### src/rtl/process_scheduler.sv
// Preemptive round-robin context scheduler: keeps a saved PC/SP per slot, times the
// running slice, freezes the core on expiry, saves its context and loads the next valid slot.
module process_scheduler #(
    parameter  int NUM_PROC  = 4,
    parameter  int PC_W      = 16,
    parameter  int DATA_W    = 32,
    parameter  int QUANTUM_W = 16,
    localparam int IDX_W     = $clog2(NUM_PROC)
) (
    input  logic                 clk,
    input  logic                 reset,
    input  logic                 enable,
    input  logic [QUANTUM_W-1:0] quantum,
    input  logic [PC_W-1:0]      core_pc,
    input  logic [DATA_W-1:0]    core_sp,
    input  logic                 core_stall,
    input  logic                 cfg_we,
    input  logic [IDX_W-1:0]     cfg_idx,
    input  logic [PC_W-1:0]      cfg_pc,
    input  logic [DATA_W-1:0]    cfg_sp,
    input  logic                 cfg_valid,
    output logic                 preempt,
    output logic                 load_ctx,
    output logic [PC_W-1:0]      new_pc,
    output logic [DATA_W-1:0]    new_sp,
    output logic [IDX_W-1:0]     cur_proc,
    output logic                 busy
);

    typedef enum logic [2:0] {
        S_IDLE   = 3'd0,
        S_RUN    = 3'd1,
        S_DRAIN  = 3'd2,
        S_SAVE   = 3'd3,
        S_SELECT = 3'd4,
        S_LOAD   = 3'd5
    } state_t;

    localparam logic [QUANTUM_W-1:0] Q_ZERO = {QUANTUM_W{1'b0}};
    localparam logic [QUANTUM_W-1:0] Q_ONE  = {{(QUANTUM_W-1){1'b0}}, 1'b1};
    localparam logic [IDX_W-1:0]     LAST_SLOT = IDX_W'(NUM_PROC - 1);

    state_t                state_q, state_d;
    logic [QUANTUM_W-1:0]  cnt_q, cnt_d;
    logic [IDX_W-1:0]      cur_q, cur_d;
    logic [IDX_W-1:0]      next_q, next_d;
    logic [NUM_PROC-1:0]   valid_q, valid_d;
    logic [PC_W-1:0]       tbl_pc_q [NUM_PROC];
    logic [PC_W-1:0]       tbl_pc_d [NUM_PROC];
    logic [DATA_W-1:0]     tbl_sp_q [NUM_PROC];
    logic [DATA_W-1:0]     tbl_sp_d [NUM_PROC];
    logic                  preempt_q, preempt_d;
    logic                  load_ctx_q, load_ctx_d;
    logic                  busy_q, busy_d;
    logic [PC_W-1:0]       new_pc_q, new_pc_d;
    logic [DATA_W-1:0]     new_sp_q, new_sp_d;
    logic [IDX_W-1:0]      sel_idx, cand_idx;

    // Next-state, slot search, table update and output decode.
    always_comb begin
        state_d  = state_q;
        cnt_d    = cnt_q;
        cur_d    = cur_q;
        next_d   = next_q;
        valid_d  = valid_q;
        tbl_pc_d = tbl_pc_q;
        tbl_sp_d = tbl_sp_q;
        new_pc_d = new_pc_q;
        new_sp_d = new_sp_q;

        // Scan from the farthest slot back so the nearest valid one after cur_q wins;
        // cur_q itself (offset NUM_PROC) is the last resort.
        sel_idx  = cur_q;
        cand_idx = cur_q;
        for (int i = NUM_PROC; i >= 1; i--) begin
            cand_idx = cur_q + IDX_W'(i);
            sel_idx  = valid_q[cand_idx] ? cand_idx : sel_idx;
        end

        case (state_q)
            S_IDLE: begin
                if (enable && (|valid_q)) begin
                    state_d = S_SELECT;
                end else begin
                    state_d = S_IDLE;
                end
            end
            S_RUN: begin
                if (enable && (quantum != Q_ZERO)) begin
                    if (cnt_q >= (quantum - Q_ONE)) begin
                        state_d = S_DRAIN;
                        cnt_d   = Q_ZERO;
                    end else begin
                        cnt_d   = cnt_q + Q_ONE;
                    end
                end else begin
                    cnt_d = cnt_q;
                end
            end
            S_DRAIN: begin
                state_d = core_stall ? S_DRAIN : S_SAVE;
            end
            S_SAVE: begin
                tbl_pc_d[cur_q] = core_pc;
                tbl_sp_d[cur_q] = core_sp;
                state_d         = S_SELECT;
            end
            S_SELECT: begin
                if (|valid_q) begin
                    next_d  = sel_idx;
                    state_d = S_LOAD;
                end else begin
                    state_d = S_IDLE;
                end
            end
            S_LOAD: begin
                cur_d   = next_q;
                cnt_d   = Q_ZERO;
                state_d = S_RUN;
            end
            default: begin
                state_d = S_IDLE;
            end
        endcase

        // Applied after SAVE so a same-cycle config write to the same slot takes priority.
        if (cfg_we) begin
            tbl_pc_d[cfg_idx] = cfg_pc;
            tbl_sp_d[cfg_idx] = cfg_sp;
            valid_d[cfg_idx]  = cfg_valid;
        end else begin
            valid_d = valid_q;
        end

        if (state_d == S_LOAD) begin
            new_pc_d = tbl_pc_d[next_d];
            new_sp_d = tbl_sp_d[next_d];
        end else begin
            new_pc_d = new_pc_q;
            new_sp_d = new_sp_q;
        end

        preempt_d  = (state_d == S_DRAIN) || (state_d == S_SAVE) ||
                     (state_d == S_SELECT) || (state_d == S_LOAD);
        busy_d     = preempt_d;
        load_ctx_d = (state_d == S_LOAD);
    end

    // State, table and registered outputs.
    always_ff @(posedge clk) begin
        if (reset) begin
            state_q    <= S_IDLE;
            cnt_q      <= Q_ZERO;
            cur_q      <= LAST_SLOT;
            next_q     <= {IDX_W{1'b0}};
            valid_q    <= {NUM_PROC{1'b0}};
            for (int i = 0; i < NUM_PROC; i++) begin
                tbl_pc_q[i] <= {PC_W{1'b0}};
                tbl_sp_q[i] <= {DATA_W{1'b0}};
            end
            preempt_q  <= 1'b0;
            load_ctx_q <= 1'b0;
            busy_q     <= 1'b0;
            new_pc_q   <= {PC_W{1'b0}};
            new_sp_q   <= {DATA_W{1'b0}};
        end else begin
            state_q    <= state_d;
            cnt_q      <= cnt_d;
            cur_q      <= cur_d;
            next_q     <= next_d;
            valid_q    <= valid_d;
            tbl_pc_q   <= tbl_pc_d;
            tbl_sp_q   <= tbl_sp_d;
            preempt_q  <= preempt_d;
            load_ctx_q <= load_ctx_d;
            busy_q     <= busy_d;
            new_pc_q   <= new_pc_d;
            new_sp_q   <= new_sp_d;
        end
    end

    assign preempt  = preempt_q;
    assign load_ctx = load_ctx_q;
    assign busy     = busy_q;
    assign new_pc   = new_pc_q;
    assign new_sp   = new_sp_q;
    assign cur_proc = cur_q;

endmodule

### config.mk
export PLATFORM = sky130hd
export DESIGN_NAME = process_scheduler
export DESIGN_NICKNAME = d
export VERILOG_FILES = /design/src/rtl/process_scheduler.sv
export SDC_FILE = /design/constraint.sdc
export NUM_CORES = 1
export LEC_CHECK = 0
export BUFFER_PORTS_ARGS = -buffer_cell sky130_fd_sc_hd__buf_2
export CAP_MARGIN = 20
export CORE_MARGIN = 2
export CORE_UTILIZATION = 59
export CTS_BUF_LIST = sky130_fd_sc_hd__clkbuf_4 sky130_fd_sc_hd__clkbuf_8
export DETAILED_ROUTE_END_ITERATION = 10
export PLACE_DENSITY_LB_ADDON = 0.12
export SLEW_MARGIN = 20
export SYNTH_ARGS = -nofsm -noshare
export SYNTH_HDL_FRONTEND = slang
export SYNTH_SLANG_ARGS = --single-unit
export TNS_END_PERCENT = 1
### constraint.sdc
create_clock -name clk -period 6.4 [get_ports clk]
set_clock_uncertainty 0.05 [all_clocks]
set_input_delay 1.28 -clock clk [delete_from_list [all_inputs] [get_ports clk]]
set_output_delay 1.28 -clock clk [all_outputs]
set_load 0.1 [all_outputs]
-- Yosys cells after proc, flatten, opt, wreduce, memory -nomap -nowiden
Cells that the tools add are included.
- input port bits: 120
- flip-flop bits (word level): 269
- word-level logic and storage cells: 104
- output and inout port bits: 53
- add/sub/neg operators: 5
- multiplexer cells: 45
- reduce and logical (&&, ||, !) cells: 13
- order comparisons: 11
- eq/ne operators: 10
- bitwise gates (word level): 3
- operators by type and width (cell ; count):
    128-bit bitwise mux ; 2
    128-bit 2-to-1 mux ; 2
    64-bit bitwise mux ; 2
    32-bit demux with 2-bit select ; 2
    32-bit 2-to-1 mux ; 4
    64-bit 2-to-1 mux ; 2
    16-bit 2-to-1 mux ; 6
    32-bit binary-select mux with 2-bit select ; 1
    16-bit demux with 2-bit select ; 2
    16-bit binary-select mux with 2-bit select ; 1
    16-bit one-hot mux with 2 select lines ; 1
    3-bit one-hot mux with 6 select lines ; 1
    16-bit by 1-bit adder with 16-bit output, second input constant ; 1
    16-bit greater-or-equal comparator ; 1
    16-bit nonzero test ; 1
    16-bit by 1-bit subtractor with 16-bit output, second input constant ; 1
    3-bit by 2-bit equality test with 1-bit output, second input constant ; 4
    3-bit equality test, second input constant ; 4
    2-bit by 3-bit less-than comparator with 1-bit output, second input constant ; 4
    3-bit 2-to-1 mux ; 4
    2-bit 2-to-1 mux ; 5
    3-bit greater-or-equal comparator, second input constant ; 3
    2-bit inverter with 3-bit output ; 3
    1-bit binary-select mux with 2-bit select ; 3
    15 further kinds ; 27

-- Logic depth before layout (Yosys ltp)
Gate-level depths: netlist (run 1).
- depth in word-level cells: 12
- depth in mapped cells: 14
- depth with buffers taken out: 13

-- Least setup slack after synthesis (run 1)
OpenSTA, ideal clock, no wires.
- path kind: input -> register
- start: in quantum[5]
- end: reg cnt_q[10]
- data required time: 6.286 ns
- data arrival time: 4.312 ns
- slack: 1.974 ns
- cell stages on the path: 12
- library setup time: 0.064 ns
- path through: or4_1 -> or3_1 -> nor4_1 -> nand2_1 -> xor2_1 -> ha_1 -> a21o_1 -> a21o_1 -> a221o_1 -> a211o_1 -> buf_2 -> nor2_1
- cells in the longest elaborated chain, start to end: 5
- RTL lines (element ; line ; text):
    start: declaration ; 13 ; input logic [QUANTUM_W-1:0] quantum,
    16-bit by 1-bit subtractor with 16-bit output ; 90 ; if (cnt_q >= (quantum - Q_ONE)) begin
    16-bit greater-or-equal comparator ; 90 ;
    16-bit 2-to-1 mux ; 90 ;
    16-bit 2-to-1 mux ; 89 ; if (enable && (quantum != Q_ZERO)) begin
    16-bit one-hot mux with 2 select lines ; 80 ; case (state_q)
    end signal: assignment ; 168 ; cnt_q <= cnt_d;
    end: declaration ; 44 ; logic [QUANTUM_W-1:0] cnt_q, cnt_d;
Several ways; a longest one is shown, not always the timed one. The select of a mux whose other input is x is not followed.
A chain may end at the register's enable or synchronous reset.

-- Worst setup path after layout (run 1)
- start: in quantum[5]
- end: reg cnt_q[4]
Same word-level chain as after synthesis.

==> impl_metrics.tcl, run 1 <==
set metrics [dict create \
    outcome "finished, final reports clean" \
    synth-seq-cells 269 \
    fill_cells 1971 \
    rows 55 \
    ys.flop_type "dfxtp_1" \
    finalSetupViolations 0 \
    path_clk_slew_ns 0.06 \
    yosysWarnings 0 \
    cts_hold_buf 0 \
    cellPowerDensity_mw_per_mm2 244 \
    numCtsBuffers 46 \
    yosysTopAreaCell "dfxtp_1" \
    slew_headroom_pct 26.6 \
    hp-class "flip-flop to flip-flop" \
    synth_fp_nets 1794 \
    fin_area_sq_mm 0.0156 \
    syn-cell-area_sq_mm 0.0138 \
    synth.distinct_cells 62 \
    wl_per_cell_um 19.0 \
    max_freq_mhz 230 \
    worst_pin_slew_ns 1.10 \
    post-route-period-util_pct 68.0 \
    cts_tree "built" \
    placed_area_sq_mm 0.0146 \
    cts_buffer_depth 3 \
    critPathArrivalTime_ns 4.78 \
    fin_setup_tns_ns 0 \
    die_y_um 157 \
    place.gp.congestion 0.838 \
    hold-worst-slack_ns 0.408 \
    grt_pass1_vias 12100 \
    num_vias 13100 \
    p_leak_nw 7.04 \
    async_reset_ff_share_pct 0 \
    ioPinCount 173 \
    htree_levels 2 \
    fin_nets 1882 \
    hold_viol 0 \
    drive_above_1_share_pct 16.5 \
    antenna_found_initial 2 \
    grt_max_degree 146 \
    port_buffers 172 \
    syn_to_final_growth_pct 13.3 \
    clk_latency_ns 0.56 \
    setup_slack_ns 2.05 \
    syn_inst 1652 \
    worstSetupStartpointType "primary input" \
    drcViolationCount 0 \
    vdd_drop_max_mv 0.182 \
    netlist_top_cells_area "dfxtp_1 39%, mux2i_1 11%, a211oi_1 10%" \
    synth_top_area_share_pct 39.0 \
    worstPathRequired_ns 6.83 \
    slew_viol_final 0 \
    critical_path_class "primary input to flip-flop" \
    synth.avg_cell_area_sq_um 8.35 \
    die_area_sq_mm 0.0246 \
    die_w_um 157 \
    synth_enable_flop_cells 0 \
    layout_commonest_cell "dfxtp_1" \
    grt_pass1_wl_um 62500 \
    cts-root-buf "clkbuf_8" \
    drt_wl_total_um 39700 \
    cts_sinks 269 \
    grt_usage_pct 31.4 \
    dp_slack_ns 1.49 \
    start_util_pct 60.6 \
    grt_overflow 0 \
    max-cap-violations 0 \
    via_per_inst 6.26 \
    path_max_fanout 14 \
    ctsResizeCount 0 \
    most-common-layout-cells "269 x dfxtp_1, 230 x nor2_1, 189 x a211oi_1, 171 x buf_2, 161 x nand2_1" \
    drtIter0Drc 1250 \
    period_minus_slack_ns 4.35 \
    synth_seq_area_share_pct 39.0 \
    rsz0062_at_grt "false" \
    fp.coreArea_sq_mm 0.0228 \
    final_antenna_net_count 0 \
    first_pass_iters 6 \
    hpwl_um 22400 \
    cts_setup_buffers 0 \
    end_kind "flip-flop" \
]
worst paths after layout:
kind / cells past startpoint / end / slack [ns] / start
max: 12 / cnt_q[4] / 2.05 / quantum[5]
min: 2 / new_sp[28] / 0.41 / new_sp[28]
max reg2reg: 10 / new_sp[2] / 2.50 / cur_proc[1]
min reg2reg: 2 / new_sp[28] / 0.41 / new_sp[28]
report_power, final:
part	internal [mW]	switching (mW)	total, mW
combinational	0.141	0.254	0.395
sequential	1.74	0.0203	1.76
clock	0.959	0.695	1.65
total	2.84	0.969	3.81
critical path, cell delays in order:
cell and delay [ns]:
buf_2 0.12, or4_1 0.58, or3_1 0.37, nor4_1 0.36, nand2_1 0.18, xor2_1 0.19, ha_1 0.31, a21o_1 0.18
a21o_1 0.17, a221o_1 0.36, a211o_1 0.50, nor2_1 0.18
synthesized netlist by cell type, drive strengths merged (47+ instances only):
library cell    n
mux2i         146
nand3          58
o21ai          55
a211oi        190
clkbuf        110
nand2         163
a32oi          47
nor3           97
nor2          232
and3           50
dfxtp         269
o211ai         47
kinds of logic after synthesis:
family | count (synthesis) | synth area share, %
xor gates and xnor gates | 27 | 1.71
buffers and inverters | 159 | 4.85
adders and majority gates | 22 | 2.00
and+or+nand+nor | 641 | 20.9
AOI/OAI and AO/OA | 383 | 20.4
muxes | 151 | 11.1
DFF | 269 | 39.0
registers in the layout (all words and copies together) (netlist names):
register / flops
new_sp: 32
cnt_q: 16
cur_proc: 2
tbl_sp_q: 128
valid_q: 4
load_ctx: 1
new_pc: 16
next_q: 2
tbl_pc_q: 64
state_q: 3
busy: 1
layer usage:
layer / global-route usage (%) / share of wire (%) / vias up
met3: 4.41 / 7.6 / 78
met5: 0 / 0.028 / -
li1: - / - / 6257
met1: 42.2 / 43 / 6198
met2: 51.5 / 47 / 528
met4: 12.1 / 2.5 / 2
final cells by class:
type / instances / area (sq um) / share of cell area (%)
Inverter: 8 / 30.0 / 0.192
Sequential cell: 269 / 5390 / 34.5
Multi-Input combinational cell: 1224 / 7810 / 49.9
Tap cell: 313 / 392 / 2.51
Clock inverter: 3 / 42.5 / 0.272
Antenna cell: 1 / 2.50 / 0.0160
Timing Repair Buffer: 191 / 1030 / 6.59
Clock buffer: 77 / 941 / 6.02
metrics by stage:
step,utilization [%],instances,power [mW]
2_1_floorplan,-,1652,2.05
3_3_place_gp,64.2,2004,2.17
3_5_place_dp,64.3,2005,2.18
4_1_cts,68.6,2085,3.82
5_1_grt,68.6,2086,3.94
6_report,68.6,2086,3.81
No activity file was read; power rests on OpenSTA's default activity.
==> inputs of run 2 (changes only) <==
CORE_UTILIZATION = 55   (was 59)
clock period = 4 ns   (was 6.4 ns; I/O delays follow)
==> run 2 against run 1 <==
Flip-flop and latch count stayed put. Cell count is 1.4% higher. Design area is 1.1% higher. Highest routed layer unchanged. Sequential share of layout area is 0.39 points lower. Clock-buffer cell count is 3 lower. Setup slack worse by 1.8 ns. Power is 58% higher. Wire length is 0.55% lower. Sequential power is 60% higher. Clock power is 56% higher. Worst hold slack better by 0.0030 ns. Global-route usage is 1.8 points lower.
==> impl_metrics.tcl, run 2 (synthesis results as in run 1) <==
set metrics [dict create \
    outcome "finished, final reports clean" \
    worstPathRequired_ns 4.41 \
    pwr-share-comb_pct 10.6 \
    worst_pin_slew_ns 0.966 \
    max_freq_mhz 266 \
    first_pass_iters 5 \
    p_leak_nw 7.12 \
    htree_levels 2 \
    antenna_found_initial 3 \
    drcViolationCount 0 \
    numCtsBuffers 46 \
    grt_pass1_wl_um 64200 \
    slew_viol_final 0 \
    clock_power_share_pct 42.6 \
    most-common-layout-cells "269 x dfxtp_1, 230 x nor2_1, 189 x a211oi_1, 171 x buf_2, 161 x nand2_1" \
    netSwitchingFraction_pct 25.6 \
    path_max_fanout 14 \
    grt_overflow 0 \
    hpwl_um 23800 \
    slew_headroom_pct 35.6 \
    num_vias 13000 \
    port_buffers 172 \
    vdd_drop_max_mv 0.309 \
    cts_hold_buf 0 \
    die_w_um 162 \
    path_clk_slew_ns 0.06 \
    cts_tree "built" \
    ioPinCount 173 \
    hp-class "flip-flop to flip-flop" \
    grt_usage_pct 29.7 \
    fin_setup_tns_ns 0 \
    critical_path_class "primary input to flip-flop" \
    die_area_sq_mm 0.0264 \
    reg2reg_depth 11 \
    drtIter0Drc 1082 \
    layout_commonest_cell "dfxtp_1" \
    cts_sinks 269 \
    holdPathStages 2 \
    end_kind "flip-flop" \
    cts-root-buf "clkbuf_8" \
    fin_nets 1903 \
    rows 57 \
    critPathArrivalTime_ns 4.17 \
    cellPowerDensity_mw_per_mm2 381 \
    die_y_um 162 \
    largest_reg_flops 128 \
    final_core_util_pct 64.6 \
    wl_per_cell_um 18.7 \
    rsz0062_at_grt "false" \
    clk_latency_ns 0.56 \
    drt_wl_total_um 39500 \
    period_minus_slack_ns 3.76 \
    final_antenna_net_count 0 \
    fp.coreArea_sq_mm 0.0245 \
    max-cap-violations 0 \
    p_int_mw 4.48 \
    start_util_pct 56.4 \
    post-route-period-util_pct 93.9 \
    grt_pass1_vias 12400 \
    via_per_inst 6.14 \
    worstSetupStartpointType "primary input" \
    top_register "tbl_sp_q" \
    syn_to_final_growth_pct 14.6 \
    grt_max_degree 110 \
    place.gp.congestion 0.820 \
    fill_cells 2151 \
    drive_above_1_share_pct 17.4 \
    finalSetupViolations 0 \
    hold_viol 0 \
    cts_buffer_depth 3 \
    pwr-share-seq_pct 46.8 \
    switching_power_mw 1.54 \
]
==> run 2: cell count changes in the layout (fill, tap and decap cells not counted), sizes merged <==
cell and delta:
buf +21, clkbuf -3, bufinv -1, clkinv +1
clkinvlp -1, diode +1, inv +1
==> run 2: layer usage <==
| metal | GRT usage [%] | routed length (um) |
|---|---|---|
| met1 | 39.1 | 17200 |
| met4 | 10.1 | 896 |
| met3 | 4.46 | 2690 |
| met2 | 49.9 | 18800 |
| met5 | 0 | 16 |
==> run 2: layout make-up <==
class                           count  area [sq um]  area share [%]
Sequential cell                   269          5390            34.1
Clock buffer                       74           931            5.89
Timing Repair Buffer              212          1220            7.75
Tap cell                          324           405            2.56
Antenna cell                        2          5.00          0.0317
Multi-Input combinational cell   1224          7810            49.4
Inverter                            8          30.0           0.190
Clock inverter                      3          18.8           0.119
==> run 2: path summary, 6_finish.rpt <==
check	from	to	slack, ns
setup / recovery	quantum[5]	cnt_q[15]	0.24
hold / removal	new_pc[7]	new_pc[7]	0.41
setup reg to reg	cur_proc[0]	new_sp[26]	0.48
hold reg to reg	new_pc[7]	new_pc[7]	0.41
==> run 2: what timing repair did <==
item                       CTS  global route
setup endpoints to repair    0             1
resized for setup            0             1
setup buffers                0             0
==> run 2: power groups by stage <==
stage                     sequential, mW  clock, mW  combinational [mW]
after floorplan                     2.89          0               0.390
after global placement              2.87          0               0.614
after detailed placement            2.88          0               0.626
after CTS                           2.82       2.60               0.631
after global routing                2.83       2.74               0.707
final                               2.82       2.57               0.639
==> run 2: critical path, cell delays in order <==
cell,delay (ns)
buf_2,0.10
or4_1,0.57
or3_1,0.39
nor2_1,0.13
xnor2_1,0.14
ha_1,0.27
a21o_1,0.19
a21o_1,0.17
a21oi_1,0.19
o311ai_1,0.13
a221o_1,0.39
a211o_1,0.49
nor2_1,0.20
==> run 2: per-stage QoR <==
step	power (mW)	worst slack [ns]	cells	instance area, sq um	hold slack, ns
floorplan	3.28	0.0536	1652	13800	0.386
global placement	3.48	-0.140	2036	14800	0.397
detailed placement	3.50	-0.325	2036	14800	0.403
CTS	6.05	0.185	2113	15800	0.415
global route	6.27	0.0934	2115	15800	0.436
finish	6.02	0.243	2116	15800	0.411
==> inputs of run 3 (changes only) <==
CORE_UTILIZATION = 59   (was 55)
clock period = 4.2 ns   (was 4 ns; I/O delays follow)
==> run 3 against run 2 <==
Global-route usage grew 2.0 points. Clock-buffer cell count increased by 3. Setup slack improved by 0.16 ns. Highest routed layer unchanged. Largest cell class unchanged. Combinational power decreased by 5.6%. Die area down 6.6%. Via count rose by 0.46%. Cell count is 0.80% lower. First-iteration DRC count shrank 6.9%. Design area down 0.58%.
==> impl_metrics.tcl, run 3 (synthesis results as in run 1) <==
set metrics [dict create \
    grt_overflow 0 \
    top_register "tbl_sp_q" \
    worst_pin_slew_ns 1.03 \
    max-cap-violations 0 \
    port_buffers 172 \
    reg2reg_to "new_sp[4]" \
    cts_buffer_depth 3 \
    period_minus_slack_ns 3.80 \
    grt_pass1_vias 12300 \
    setup_slack_ns 0.402 \
    path_max_fanout 14 \
    largest_reg_flops 128 \
    post-route-period-util_pct 90.4 \
    place.gp.congestion 0.862 \
    ioPinCount 173 \
    r2r-start "cur_proc[0]" \
    critPathBufInv 1 \
    worstPathRequired_ns 4.61 \
    vdd_drop_max_mv 0.332 \
    cp-endpoint "cnt_q[3]" \
    numCtsBuffers 45 \
    cts_setup_buffers 0 \
    drive_above_1_share_pct 16.9 \
    wl_per_cell_um 18.8 \
    layout_commonest_cell "dfxtp_1" \
    via_per_inst 6.21 \
    cpPeakStageDelay_ns 0.55 \
    use_met3_pct 5.20 \
    finalSetupViolations 0 \
    slew_viol_final 0 \
    clk_latency_ns 0.57 \
    final_antenna_net_count 0 \
    drcViolationCount 0 \
    fp.coreArea_sq_mm 0.0228 \
    rsz0062_at_grt "false" \
    cts_sinks 269 \
    fill_cells 1953 \
    start_util_pct 60.6 \
    die_y_um 157 \
    die_area_sq_mm 0.0246 \
    most-common-layout-cells "269 x dfxtp_1, 230 x nor2_1, 189 x a211oi_1, 171 x buf_2, 161 x nand2_1" \
    drt_wl_total_um 39400 \
    critical_path_class "primary input to flip-flop" \
    fin_nets 1890 \
    cts_tree "built" \
    cpMaxStageDelayCell "or4_1" \
    first_pass_iters 5 \
    critPathArrivalTime_ns 4.21 \
    use_met2_pct 53.3 \
    ctsResizeCount 0 \
    syn_to_final_growth_pct 13.9 \
    startpoint "quantum[5]" \
    crit_family "simple AND/OR/NAND/NOR gates" \
    outcome "finished, final reports clean" \
    grtUsageMet1_pct 41.4 \
    grt_pass1_wl_um 63100 \
    max_freq_mhz 263 \
    grt.busiest_layer "met2" \
    grt_usage_pct 31.7 \
    rows 55 \
    slew_headroom_pct 31.5 \
    antenna_found_initial 6 \
    worstSetupStartpointType "primary input" \
    grt_max_degree 145 \
    cp_cell_sequence "buf_2 -> or4_1 -> or3_1 -> nor4_1 -> nand2_1 -> nor3_1 -> xnor2_1 -> ha_1 -> nand4_1 -> a21oi_1 -> a221o_1 -> a211o_1 -> nor2_1" \
    ff2ff_setup_slack_ns 0.79 \
    hpwl_um 22400 \
    drtIter0Drc 1007 \
    reg2reg_depth 10 \
    path_depth 13 \
    hold_viol 0 \
    cts-root-buf "clkbuf_8" \
    num_vias 13000 \
    htree_levels 2 \
    path_clk_slew_ns 0.06 \
    hp-class "flip-flop to flip-flop" \
    dp_slack_ns -0.128 \
    final_core_util_pct 69.0 \
    cts_hold_buf 0 \
    end_kind "flip-flop" \
    cellPowerDensity_mw_per_mm2 364 \
    die_w_um 157 \
    p_leak_nw 7.08 \
]
## run 3: worst min-delay path by stage
| stage | startpoint | end | slack, ns | cells after the start |
|---|---|---|---|---|
| 6_report | new_pc[5] | new_pc[5] | 0.41 | 2 |
| 5_1_grt | new_sp[7] | new_sp[7] | 0.43 | 2 |
| 4_1_cts | next_q[0] | cur_proc[0] | 0.42 | 1 |
| 3_5_place_dp | next_q[0] | cur_proc[0] | 0.40 | 1 |
| 3_3_place_gp | next_q[0] | cur_proc[0] | 0.39 | 1 |
| 2_1_floorplan | next_q[0] | cur_proc[0] | 0.39 | 1 |
## run 3: through the flow
stage                     instances  hold WS (ns)  TNS (ns)  cell area, sq um  power (mW)
after floorplan                1652         0.386         0             13800        3.12
after global placement         2014         0.393         0             14700        3.32
after detailed placement       2014         0.402     -1.71             14700        3.33
after CTS                      2095         0.416         0             15700        5.74
after global routing           2097         0.433         0             15700        5.94
final                          2099         0.412         0             15700        5.72
## run 3: report_power, final
part	internal, mW	total, mW	switching (mW)	leakage (nW)
logic	0.218	0.603	0.385	4.37
registers	2.65	2.68	0.0302	2.19
clock network	1.39	2.44	1.04	0.518
total	4.27	5.72	1.46	7.08
## run 3: layout make-up
type / count / area (sq um) / area share, %
Timing Repair Buffer: 200 / 1140 / 7.25
Clock inverter: 4 / 23.8 / 0.151
Antenna cell: 4 / 10.0 / 0.0637
Inverter: 8 / 30.0 / 0.191
Clock buffer: 77 / 935 / 5.95
Multi-Input combinational cell: 1224 / 7800 / 49.6
Sequential cell: 269 / 5390 / 34.3
Tap cell: 313 / 392 / 2.49
## run 3: layer usage
metal,share of wire (%),wire length [um]
met1,43,16900
met2,47,18600
met3,7.9,3090
met4,2.0,776
met5,0.053,21
## run 3: tightest hold or removal path, delay by kind of cell, from the launching register on
family | cells | cell delay (ns)
DFF | 1 | 0.32
and+or+nand+nor | 2 | 0.11
